File: src/rtl/ir_load_ctrl_if.sv
// ---------------------------------------------------------------------------
// ir_load_ctrl_if
// Bundles the instruction-register-file loader's bus signals: the start
// request, the memory read handshake, the register-file write/read port and
// the fetch-side status.
//   master : the loader (ir_load_ctrl) - drives o_*, samples i_*
//   slave  : the environment (memory, register file, fetch stage)
// Signals:
//   i_start, i_base, i_len       load request with base address and length
//   o_mem_req, o_mem_addr        memory read request / address
//   i_mem_ack, i_mem_data        one-cycle acknowledge with read data
//   o_rf_we, o_rf_addr, o_rf_data  register-file write enable / index / data
//   i_fetch_addr, o_fetch_ready  fetch-stage read index / contents valid
//   o_busy, o_done               load in progress / load-complete pulse
// ---------------------------------------------------------------------------
interface ir_load_ctrl_if #(
  parameter int DATA_WIDTH = 8,
  parameter int ADDR_WIDTH = 4
);
  logic                  i_start;
  logic [DATA_WIDTH-1:0] i_base;
  logic [ADDR_WIDTH:0]   i_len;
  logic                  o_mem_req;
  logic [DATA_WIDTH-1:0] o_mem_addr;
  logic                  i_mem_ack;
  logic [DATA_WIDTH-1:0] i_mem_data;
  logic                  o_rf_we;
  logic [ADDR_WIDTH-1:0] o_rf_addr;
  logic [DATA_WIDTH-1:0] o_rf_data;
  logic [ADDR_WIDTH-1:0] i_fetch_addr;
  logic                  o_fetch_ready;
  logic                  o_busy;
  logic                  o_done;

  modport master (
    input  i_start, i_base, i_len, i_mem_ack, i_mem_data, i_fetch_addr,
    output o_mem_req, o_mem_addr, o_rf_we, o_rf_addr, o_rf_data,
           o_fetch_ready, o_busy, o_done
  );

  modport slave (
    output i_start, i_base, i_len, i_mem_ack, i_mem_data, i_fetch_addr,
    input  o_mem_req, o_mem_addr, o_rf_we, o_rf_addr, o_rf_data,
           o_fetch_ready, o_busy, o_done
  );
endinterface

File: src/rtl/ir_load_ctrl.sv
// ---------------------------------------------------------------------------
// ir_load_ctrl
// Owns the write side of the instruction register file. On an accepted start
// it reads i_len words from memory starting at i_base (request/acknowledge
// handshake) and writes them to register-file entries 0..i_len-1, then hands
// the register-file index over to the fetch stage (o_rf_addr = i_fetch_addr)
// until the next reload.
// Ports:
//   clk      rising-edge clock
//   rst_n    asynchronous active-low reset
//   io_bus   ir_load_ctrl_if.master (see interface file for the signal list)
// All outputs are registered except o_rf_addr while in WORK, where it is a
// combinational pass-through of i_fetch_addr.
// ---------------------------------------------------------------------------
module ir_load_ctrl #(
  parameter int DATA_WIDTH = 8,
  parameter int ADDR_WIDTH = 4
) (
  input  logic          clk,
  input  logic          rst_n,
  ir_load_ctrl_if.master io_bus
);

  typedef enum logic [1:0] {
    ST_INIT  = 2'd0,
    ST_REQ   = 2'd1,
    ST_WRITE = 2'd2,
    ST_WORK  = 2'd3
  } state_t;

  localparam logic [ADDR_WIDTH:0] IDX_ONE = (ADDR_WIDTH+1)'(1);

  state_t                r_state;
  state_t                w_state_nxt;
  logic [DATA_WIDTH-1:0] r_base;
  logic [DATA_WIDTH-1:0] w_base_nxt;
  logic [ADDR_WIDTH:0]   r_len;
  logic [ADDR_WIDTH:0]   w_len_nxt;
  // idx carries one extra bit so a full 2**ADDR_WIDTH load can terminate.
  logic [ADDR_WIDTH:0]   r_idx;
  logic [ADDR_WIDTH:0]   w_idx_nxt;
  logic [DATA_WIDTH-1:0] r_mem_addr;
  logic [DATA_WIDTH-1:0] w_mem_addr_nxt;
  logic [DATA_WIDTH-1:0] r_rf_data;
  logic [DATA_WIDTH-1:0] w_rf_data_nxt;
  logic [ADDR_WIDTH-1:0] r_rf_addr;
  logic [ADDR_WIDTH-1:0] w_rf_addr_nxt;
  logic                  r_mem_req;
  logic                  r_rf_we;
  logic                  r_fetch_ready;
  logic                  r_busy;
  logic                  r_done;
  logic                  w_done_nxt;

  // Next-state and next-register computation for the load sequencer.
  always_comb begin
    w_state_nxt    = r_state;
    w_base_nxt     = r_base;
    w_len_nxt      = r_len;
    w_idx_nxt      = r_idx;
    w_rf_data_nxt  = r_rf_data;
    w_rf_addr_nxt  = r_rf_addr;
    w_done_nxt     = 1'b0;
    w_mem_addr_nxt = r_mem_addr;

    case (r_state)
      ST_INIT, ST_WORK: begin
        if (io_bus.i_start) begin
          w_base_nxt = io_bus.i_base;
          w_len_nxt  = io_bus.i_len;
          w_idx_nxt  = '0;
          if (io_bus.i_len == '0) begin
            // Empty load: complete immediately without touching memory.
            w_state_nxt = ST_WORK;
            w_done_nxt  = 1'b1;
          end else begin
            w_state_nxt = ST_REQ;
          end
        end else begin
          w_state_nxt = r_state;
        end
      end
      ST_REQ: begin
        if (io_bus.i_mem_ack) begin
          // Data is captured straight into the write-data output register.
          w_rf_data_nxt = io_bus.i_mem_data;
          w_rf_addr_nxt = r_idx[ADDR_WIDTH-1:0];
          w_state_nxt   = ST_WRITE;
        end else begin
          w_state_nxt = ST_REQ;
        end
      end
      ST_WRITE: begin
        w_idx_nxt = r_idx + IDX_ONE;
        if ((r_idx + IDX_ONE) == r_len) begin
          w_state_nxt = ST_WORK;
          w_done_nxt  = 1'b1;
        end else begin
          w_state_nxt = ST_REQ;
        end
      end
      default: begin
        w_state_nxt = ST_INIT;
      end
    endcase

    // The address is loaded on entry to REQ and then held for the whole wait.
    if (w_state_nxt == ST_REQ) begin
      w_mem_addr_nxt = w_base_nxt + DATA_WIDTH'(w_idx_nxt);
    end else begin
      w_mem_addr_nxt = r_mem_addr;
    end
  end

  // State, latches and registered outputs; outputs are decoded from next state.
  always_ff @(posedge clk or negedge rst_n) begin
    if (!rst_n) begin
      r_state       <= ST_INIT;
      r_base        <= '0;
      r_len         <= '0;
      r_idx         <= '0;
      r_mem_addr    <= '0;
      r_rf_data     <= '0;
      r_rf_addr     <= '0;
      r_mem_req     <= 1'b0;
      r_rf_we       <= 1'b0;
      r_fetch_ready <= 1'b0;
      r_busy        <= 1'b0;
      r_done        <= 1'b0;
    end else begin
      r_state       <= w_state_nxt;
      r_base        <= w_base_nxt;
      r_len         <= w_len_nxt;
      r_idx         <= w_idx_nxt;
      r_mem_addr    <= w_mem_addr_nxt;
      r_rf_data     <= w_rf_data_nxt;
      r_rf_addr     <= w_rf_addr_nxt;
      r_mem_req     <= (w_state_nxt == ST_REQ);
      r_rf_we       <= (w_state_nxt == ST_WRITE);
      r_fetch_ready <= (w_state_nxt == ST_WORK);
      r_busy        <= (w_state_nxt == ST_REQ) || (w_state_nxt == ST_WRITE);
      r_done        <= w_done_nxt;
    end
  end

  assign io_bus.o_mem_req     = r_mem_req;
  assign io_bus.o_mem_addr    = r_mem_addr;
  assign io_bus.o_rf_we       = r_rf_we;
  assign io_bus.o_rf_data     = r_rf_data;
  // In WORK the register-file read index belongs to the fetch stage.
  assign io_bus.o_rf_addr     = (r_state == ST_WORK) ? io_bus.i_fetch_addr : r_rf_addr;
  assign io_bus.o_fetch_ready = r_fetch_ready;
  assign io_bus.o_busy        = r_busy;
  assign io_bus.o_done        = r_done;

endmodule

File: src/flat_wrapper.sv
// flat-port wrapper written by rule: the top's interface ports become plain ports
module ir_load_ctrl_flat 
#(
  parameter int DATA_WIDTH = 8,
  parameter int ADDR_WIDTH = 4
)
  (clk, rst_n, io_bus_i_start, io_bus_i_base, io_bus_i_len, io_bus_i_mem_ack, io_bus_i_mem_data, io_bus_i_fetch_addr, io_bus_o_mem_req, io_bus_o_mem_addr, io_bus_o_rf_we, io_bus_o_rf_addr, io_bus_o_rf_data, io_bus_o_fetch_ready, io_bus_o_busy, io_bus_o_done);
  ir_load_ctrl_if #(.DATA_WIDTH(DATA_WIDTH), .ADDR_WIDTH(ADDR_WIDTH)) io_bus_i ();
  input  logic clk;
  input  logic rst_n;
  input wire logic [$bits(io_bus_i.i_start)-1:0] io_bus_i_start;
  input wire logic [$bits(io_bus_i.i_base)-1:0] io_bus_i_base;
  input wire logic [$bits(io_bus_i.i_len)-1:0] io_bus_i_len;
  input wire logic [$bits(io_bus_i.i_mem_ack)-1:0] io_bus_i_mem_ack;
  input wire logic [$bits(io_bus_i.i_mem_data)-1:0] io_bus_i_mem_data;
  input wire logic [$bits(io_bus_i.i_fetch_addr)-1:0] io_bus_i_fetch_addr;
  output wire logic [$bits(io_bus_i.o_mem_req)-1:0] io_bus_o_mem_req;
  output wire logic [$bits(io_bus_i.o_mem_addr)-1:0] io_bus_o_mem_addr;
  output wire logic [$bits(io_bus_i.o_rf_we)-1:0] io_bus_o_rf_we;
  output wire logic [$bits(io_bus_i.o_rf_addr)-1:0] io_bus_o_rf_addr;
  output wire logic [$bits(io_bus_i.o_rf_data)-1:0] io_bus_o_rf_data;
  output wire logic [$bits(io_bus_i.o_fetch_ready)-1:0] io_bus_o_fetch_ready;
  output wire logic [$bits(io_bus_i.o_busy)-1:0] io_bus_o_busy;
  output wire logic [$bits(io_bus_i.o_done)-1:0] io_bus_o_done;
  assign io_bus_i.i_start = io_bus_i_start;
  assign io_bus_i.i_base = io_bus_i_base;
  assign io_bus_i.i_len = io_bus_i_len;
  assign io_bus_i.i_mem_ack = io_bus_i_mem_ack;
  assign io_bus_i.i_mem_data = io_bus_i_mem_data;
  assign io_bus_i.i_fetch_addr = io_bus_i_fetch_addr;
  assign io_bus_o_mem_req = io_bus_i.o_mem_req;
  assign io_bus_o_mem_addr = io_bus_i.o_mem_addr;
  assign io_bus_o_rf_we = io_bus_i.o_rf_we;
  assign io_bus_o_rf_addr = io_bus_i.o_rf_addr;
  assign io_bus_o_rf_data = io_bus_i.o_rf_data;
  assign io_bus_o_fetch_ready = io_bus_i.o_fetch_ready;
  assign io_bus_o_busy = io_bus_i.o_busy;
  assign io_bus_o_done = io_bus_i.o_done;
  ir_load_ctrl #(.DATA_WIDTH(DATA_WIDTH), .ADDR_WIDTH(ADDR_WIDTH)) u_core (.clk(clk), .rst_n(rst_n), .io_bus(io_bus_i));
endmodule
File: config.mk
export PLATFORM = sky130hd
export DESIGN_NAME = ir_load_ctrl_flat
export DESIGN_NICKNAME = d
export VERILOG_FILES = /design/src/rtl/ir_load_ctrl_if.sv /design/src/rtl/ir_load_ctrl.sv /design/src/flat_wrapper.sv
export SDC_FILE = /design/constraint.sdc
export NUM_CORES = 1
export LEC_CHECK = 0
export ABC_AREA = 1
export CORE_UTILIZATION = 30
export DETAILED_ROUTE_END_ITERATION = 10
export GPL_ROUTABILITY_DRIVEN = 0
export GPL_TIMING_DRIVEN = 0
export PLACE_DENSITY_LB_ADDON = 0.3
export SKIP_CTS_REPAIR_TIMING = 1
export SYNTH_ARGS = -nofsm -noshare
export SYNTH_HDL_FRONTEND = slang
export SYNTH_SLANG_ARGS = --single-unit
File: constraint.sdc
create_clock -name clk -period 3.7 [get_ports clk]
set_input_delay 0.555 -clock clk [delete_from_list [all_inputs] [get_ports clk]]
set_output_delay 0.555 -clock clk [all_outputs]
set_load 0.02 [all_outputs]
==> results of run 1 <==
## critical path: stages (launching register included)
cell	delay (ns)
dfrtp_1	0.42
inv_1	0.06
ha_1	0.30
buf_6	0.14
nand2_4	0.13
buf_4	0.21
mux2_2	0.36
ha_1	0.23
fa_1	0.43
nand4_1	0.14
nand2_1	0.08
nand2_2	0.06
nand2_1	0.05
nand3_1	0.05
nand3_1	0.07
nand2_1	0.07
## per-layer routing
| layer | track usage [%] | share of wire, % | vias to the layer above |
|---|---|---|---|
| met4 | 3.97 | 1.3 | 0 |
| met1 | 16.2 | 47 | 802 |
| met5 | 0 | 0 | - |
| met2 | 21.4 | 47 | 31 |
| li1 | - | - | 931 |
| met3 | 3.60 | 4.5 | 7 |
## cells in the mapped netlist (2+ instances only)
library cell,n
inv_1,29
nand4_1,5
dfrtp_1,45
a21oi_1,4
nor2_1,8
nand3_4,2
nand2_2,11
nand3_2,3
nand2_1,51
xnor2_1,2
buf_4,2
nand3_1,19
mux2_2,16
o21ai_2,3
o211ai_1,2
ha_1,11
nand2_4,4
inv_2,7
xor2_1,3
o21ai_0,11
## state kept, by name, summed over array words and instances (netlist names)
name,cells
u_core.io_bus.o_mem_addr,8
u_core.io_bus.o_done,1
u_core.r_rf_addr,4
u_core.r_base,8
u_core.io_bus.o_fetch_ready,1
u_core.r_len,5
u_core.r_state,2
u_core.io_bus.o_busy,1
u_core.r_idx,5
u_core.io_bus.o_mem_req,1
u_core.io_bus.o_rf_we,1
u_core.io_bus.o_rf_data,8
## power breakdown
part	total (mW)	internal [mW]	leakage, nW	switching (mW)
logic	1.57	0.684	0.916	0.883
registers	0.816	0.716	0.546	0.101
clock network	0.306	0.148	0.0443	0.158
## worst max path at each step
stage / end / from
after floorplan: u_core.io_bus.o_mem_addr[6] / u_core.r_state[0]
after global placement: u_core.io_bus.o_mem_addr[6] / io_bus_i_start
after detailed placement: u_core.io_bus.o_mem_addr[6] / io_bus_i_start
after CTS: u_core.io_bus.o_mem_addr[6] / u_core.r_state[0]
after global routing: u_core.io_bus.o_mem_addr[6] / u_core.r_state[0]
final: u_core.io_bus.o_mem_addr[6] / u_core.r_state[0]
## cells by family (layout without fill, tap and decap cells)
logic type,Yosys count,in the layout,share of synthesized area (%)
AOI/OAI and AO/OA,23,23,6.10
and+or+nand+nor,108,108,23.8
buffers and inverters,42,103,7.25
muxes,16,16,7.51
DFF,45,45,46.9
xor gates and xnor gates,5,5,1.83
adders and majority gates,12,12,6.57
## layout make-up
type	count	area [um^2]
multi-input cells	164	1100
plain buffers	4	30.0
inverters	38	144
fillers	747	4570
clock buffers	7	86.3
flip-flops and latches	45	1130
well taps	102	128
repair buffers	54	546
## stage by stage
stage	power (mW)	util, %	cell area, um^2	cells
2_1_floorplan	1.90	-	2400	251
4_1_cts	2.74	40.9	3160	414
5_1_grt	2.97	40.9	3160	414
6_report	2.69	40.9	3160	414
3_3_place_gp	2.39	39.6	3060	406
3_5_place_dp	2.42	39.8	3070	407
==> qor.csv, run 1 <==
metric;value;unit
run status;finished, final reports clean;
DR WL/cell;11.2;um
global-route wire length before repair;8540;um
total number of vias;1771;
Via density;4.28;
Area contributors post-synth;dfrtp_1, nand2_1, mux2_2;
Yosys cell types;33;
Worst Path Required;3.94;ns
dpl hpwl;3630;um
max cap viols;0;
DRC viols;0;
commonest non-fill, non-tap cell in the layout;clkdlybuf4s50_1;
RSZ-0062 raised after global routing;no;
fmax;350;MHz
CTS tree;done;
diode count;0;
Synth Warn #;0;
commonest non-fill, non-tap cells in the layout;clkdlybuf4s50_1, nand2_1, dfrtp_1;
Leakage;1.51;nW
# H-tree levels;2;
R2R Setup Slk;0.84;ns
vias in the first global route;1881;
Yosys reg bits;45;
ANT nets after route;0;
WS Path Type;flip-flop to flip-flop;
Hold Path Class;primary input to async pin;
die width;91.4;um
Hold Slack;0.215;ns
initial antenna violation count;0;
endpoints failing hold;0;
Avg Inst Size Synth;9.56;um^2
Final WS setup;0.845;ns
starting density of the core;31.1;%
gr usage total;12.9;%
Initial DRT Pass Iterations;4;
period utilization;77.2;%
grt total ovfl;0;
Net Count, Synth;292;
reg2reg path depth;15;
Port Buf Inserts;53;
Detailed Route WL;4660;um
CP Capture Type;flip-flop;
CP Launch Type;flip-flop;
crit path max fanout;10;
min Tclk post-route;2.86;ns
Async SR Flop Fraction;100;%
worst vdd ir;0.258;mV
Yosys top cell by area;dfrtp_1;
most used flip-flop cell after synthesis;dfrtp_1;
DR iter-0 viols;78;
Final Max Tran Viols;0;
post-synth top area share;46.9;%
worst reg2reg startpoint;u_core.r_state[0];
# setup viols final;0;
mapped cell area;2400;um^2
sequential share of the synthesized area;46.9;%
clk_lat worst skew;0.29;ns
Nets;353;
worst r2r dst;u_core.io_bus.o_mem_addr[6];
Relative slew margins;64.8;%
Critical Path AT;3.09;ns
actual slew at the worst max-slew pin;0.522;ns
pre-CTS WS;0.529;ns
pin count of the biggest net entering global routing;26;
Die Y;91.4;um
EDFF count, synth;0;
Synth Instances;251;
die footprint;8360;um^2
clk root buf;clkbuf_8;
Area growth syn-to-layout;31.6;%
standard-cell rows;32;
total core area;7730;um^2
CTS max path bufs;2;
ratio of total power to cell area;851;nW/um^2
Final TNS setup;0;ns
CTS Buf Count;5;
Worst Skew;0.00772;ns
TritonCTS Sinks;45;
share of layout cells above drive strength 1;19.6;%
Reg clk slew, reported paths;0.08;ns
IO Pins;54;
No activity file was read; power rests on OpenSTA's default activity.
==> run 2, diff against run 1 <==
Clock period 3.7 ns to 2.7 ns, I/O delays scaled along.
==> run 2 against run 1 <==
Net effect: setup slack worse by 0.68 ns; clock-buffer cell count is the same; first-iteration DRC count rose by 9.0%; largest cell class unchanged.
==> qor.csv, run 2 (synthesis results as in run 1) <==
metric;value;unit
max cap viols;0;
fin area;3180;um^2
die width;91.4;um
clk_lat worst skew;0.29;ns
pre-CTS WS;-0.321;ns
commonest non-fill, non-tap cell in the layout;clkdlybuf4s50_1;
initial antenna violation count;0;
area of the multi-input gates;1120;um^2
DRC viols;0;
Sequential Area;1130;um^2
CTS tree;done;
DR iter-0 viols;85;
Worst Skew;0.00762;ns
actual slew at the worst max-slew pin;0.493;ns
standard-cell rows;32;
filler cell count;748;
Final WS setup;0.161;ns
Nets;353;
clk root buf;clkbuf_8;
die footprint;8360;um^2
Worst Path Required;2.94;ns
ANT nets after route;0;
crit path max fanout;19;
starting density of the core;31.1;%
Relative slew margins;67.1;%
fmax;394;MHz
Post-Place Cell Area;3070;um^2
Initial DRT Pass Iterations;4;
CP Capture Type;flip-flop;
final total power;3.74;mW
# setup viols final;0;
endpoints failing hold;0;
RSZ-0062 raised after global routing;no;
CTS Buf Count;5;
global-route wire length before repair;8540;um
Critical Path AT;2.78;ns
CTS max path bufs;2;
ratio of total power to cell area;1180;nW/um^2
placed insts;407;
run status;finished, final reports clean;
pin count of the biggest net entering global routing;26;
final non-filler cell total;414;
Die Y;91.4;um
Final TNS setup;0;ns
share of layout cells above drive strength 1;20.8;%
gr usage total;12.9;%
Hold Slack;0.0637;ns
vias in the first global route;1881;
worst path buffer plus inverter count;1;
DR WL/cell;11.4;um
Area growth syn-to-layout;32.6;%
commonest non-fill, non-tap cells in the layout;clkdlybuf4s50_1, nand2_1, dfrtp_1;
Final Max Tran Viols;0;
CP max stage delay;0.60;ns
cell mode on critical path;nand2_1;
WS Path Type;primary input to flip-flop;
reg2reg path depth;13;
TritonCTS Sinks;45;
min Tclk post-route;2.54;ns
period utilization;94.0;%
Crit path max-delay family;simple AND/OR/NAND/NOR gates;
worst vdd ir;0.354;mV
total number of vias;1788;
Via density;4.32;
Final Util;41.2;%
Hold Path Class;primary input to async pin;
total core area;7730;um^2
critical path depth in cells;12;
CP Launch Type;primary input;
dpl hpwl;3630;um
grt total ovfl;0;
Reg clk slew, reported paths;0.08;ns
CP max-delay cell;clkdlybuf4s50_1;
diode count;0;
Critical Path, Cell by Cell;clkdlybuf4s50_1 -> nand2_8 -> mux2_2 -> ha_1 -> fa_2 -> nand4_1 -> nand2_1 -> nand2_2 -> nand2_1 -> nand3_1 -> nand3_1 -> nand2_1;
Detailed Route WL;4720;um
IO Pins;54;
# H-tree levels;2;
Port Buf Inserts;53;
Leakage;1.50;nW
## run 2: cell count changes in the layout (fill, tap and decap cells not counted), sizes merged
cell	change
clkinv	-1
clkinvlp	+1
## run 2: path summary, 6_finish.rpt
check                                            start                     endpoint  slack [ns]
max                                     io_bus_i_start  u_core.io_bus.o_mem_addr[6]        0.16
min                                              rst_n         u_core.io_bus.o_busy        0.06
max reg2reg                          u_core.r_state[1]  u_core.io_bus.o_mem_addr[6]        0.17
min reg2reg                u_core.io_bus.o_mem_addr[1]  u_core.io_bus.o_mem_addr[1]        0.47
max in group asynchronous                        rst_n  u_core.io_bus.o_mem_addr[1]        2.13
min in group clk           u_core.io_bus.o_mem_addr[1]  u_core.io_bus.o_mem_addr[1]        0.47
## run 2: area by class of cell
type / instances / share of cell area (%)
timing repair buffer: 55 / 17.4
sequential: 45 / 35.4
clock buffer: 7 / 2.71
buffer: 3 / 0.708
multi-input combinational: 164 / 35.2
inverter: 38 / 4.64
tap: 102 / 4.01
## run 2: where the power goes
group	total, mW	leakage, nW	switching (mW)	internal, mW
Combinational	2.21	0.913	1.26	0.956
Sequential	1.11	0.546	0.131	0.980
Clock	0.420	0.0443	0.217	0.203
## run 2: metal layers
layer | part of all wire, % | vias up | GRT usage [%]
met2 | 47 | 32 | 21.4
met1 | 47 | 817 | 16.2
met5 | 0 | - | 0
li1 | - | 931 | -
met4 | 1.3 | 0 | 3.97
met3 | 4.5 | 8 | 3.60
==> run 3, diff against run 2 <==
Settings changed: CTS_BUF_LIST set to sky130_fd_sc_hd__clkbuf_4 sky130_fd_sc_hd__clkbuf_8.
==> run 3 against run 2 <==
Net effect: worst hold slack barely moved; setup slack lost 0.0083 ns; clock skew about the same; largest power group unchanged.
==> qor.csv, run 3 (synthesis results as in run 1) <==
metric;value;unit
run status;finished, final reports clean;
die width;91.4;um
Via density;4.33;
cell mode on critical path;nand2_1;
TritonCTS Sinks;45;
crit path max fanout;19;
CTS tree;done;
clk_lat worst skew;0.29;ns
gr usage total;12.9;%
starting density of the core;31.1;%
# H-tree levels;2;
share of layout cells above drive strength 1;21.2;%
grt total ovfl;0;
DRC viols;0;
WS Path Type;primary input to flip-flop;
CP startpoint;io_bus_i_start;
standard-cell rows;32;
ANT nets after route;0;
actual slew at the worst max-slew pin;0.495;ns
Detailed Route WL;4720;um
period utilization;94.3;%
min Tclk post-route;2.55;ns
filler cell count;748;
Initial DRT Pass Iterations;4;
Worst Path Required;2.94;ns
Nets;353;
endpoints failing hold;0;
fmax;393;MHz
placed insts;407;
global-route wire length before repair;8540;um
final non-filler cell total;414;
ratio of total power to cell area;1180;nW/um^2
CTS max path bufs;2;
Hold Path Class;primary input to async pin;
Area growth syn-to-layout;32.7;%
worst vdd ir;0.358;mV
pin count of the biggest net entering global routing;26;
DR WL/cell;11.4;um
die footprint;8360;um^2
initial antenna violation count;0;
dpl hpwl;3630;um
CTS Buf Count;5;
pre-CTS WS;-0.321;ns
Port Buf Inserts;53;
Hold Slack;0.0640;ns
total core area;7730;um^2
final total power;3.76;mW
total number of vias;1794;
Worst Skew;0.00759;ns
Reg clk slew, reported paths;0.08;ns
max cap viols;0;
commonest non-fill, non-tap cells in the layout;clkdlybuf4s50_1, nand2_1, dfrtp_1;
Critical Path, Cell by Cell;clkdlybuf4s50_1 -> nand2_8 -> mux2_2 -> ha_1 -> fa_2 -> nand4_1 -> nand2_1 -> nand2_2 -> nand2_1 -> nand3_1 -> nand3_1 -> nand2_1;
Final Max Tran Viols;0;
commonest non-fill, non-tap cell in the layout;clkdlybuf4s50_1;
reg2reg path depth;13;
vias in the first global route;1889;
Final WS setup;0.153;ns
CP max stage delay;0.61;ns
worst reg2reg startpoint;u_core.r_state[1];
Leakage;1.51;nW
RSZ-0062 raised after global routing;no;
IO Pins;54;
CP max-delay cell;clkdlybuf4s50_1;
# setup viols final;0;
CP Capture Type;flip-flop;
Die Y;91.4;um
Relative slew margins;67.0;%
diode count;0;
Critical Path AT;2.78;ns
clk root buf;clkbuf_8;
CP Launch Type;primary input;
DR iter-0 viols;82;
run 3: power breakdown:
group | switching, mW | total, mW | internal [mW]
Clock | 0.217 | 0.431 | 0.213
Sequential | 0.131 | 1.11 | 0.980
Combinational | 1.26 | 2.21 | 0.956
Total | 1.61 | 3.76 | 2.15
run 3: area by class of cell:
cell class,count,area (um^2),area share [%]
buffer,3,22.5,0.707
inverter,38,148,4.63
clock buffer,7,90.1,2.83
sequential,45,1130,35.3
timing repair buffer,55,553,17.4
tap,102,128,4.01
multi-input combinational,164,1120,35.1
run 3: final timing paths:
| check | endpoint | slack [ns] |
|---|---|---|
| min in group clk | u_core.io_bus.o_mem_addr[1] | 0.47 |
| min reg2reg | u_core.io_bus.o_mem_addr[1] | 0.47 |
| max | u_core.io_bus.o_mem_addr[6] | 0.15 |
| max reg2reg | u_core.io_bus.o_mem_addr[6] | 0.16 |
| max in group asynchronous | u_core.io_bus.o_mem_addr[1] | 2.13 |
| min | u_core.io_bus.o_busy | 0.06 |
run 3: routing by layer:
metal / global-route usage, % / wire [um] / vias to the layer above
met5: 0 / 0 / -
met4: 3.97 / 63 / 0
met3: 3.60 / 212 / 8
met2: 21.5 / 2250 / 31
met1: 16.2 / 2200 / 826
li1: - / - / 929
run 3: through the flow:
stage	setup TNS (ns)	util, %	instance area, um^2
2_1_floorplan	0	-	2400
3_3_place_gp	-3.81	39.6	3060
3_5_place_dp	-1.29	39.8	3070
4_1_cts	-0.513	40.9	3160
5_1_grt	0	41.2	3190
6_report	0	41.2	3190
run 3: worst max-delay path, delay by kind of cell:
family	cells	cell delay [ns]
simple gates	8	0.79
fa+ha+maj	2	0.62
buf+inv	1	0.61
mux	1	0.37
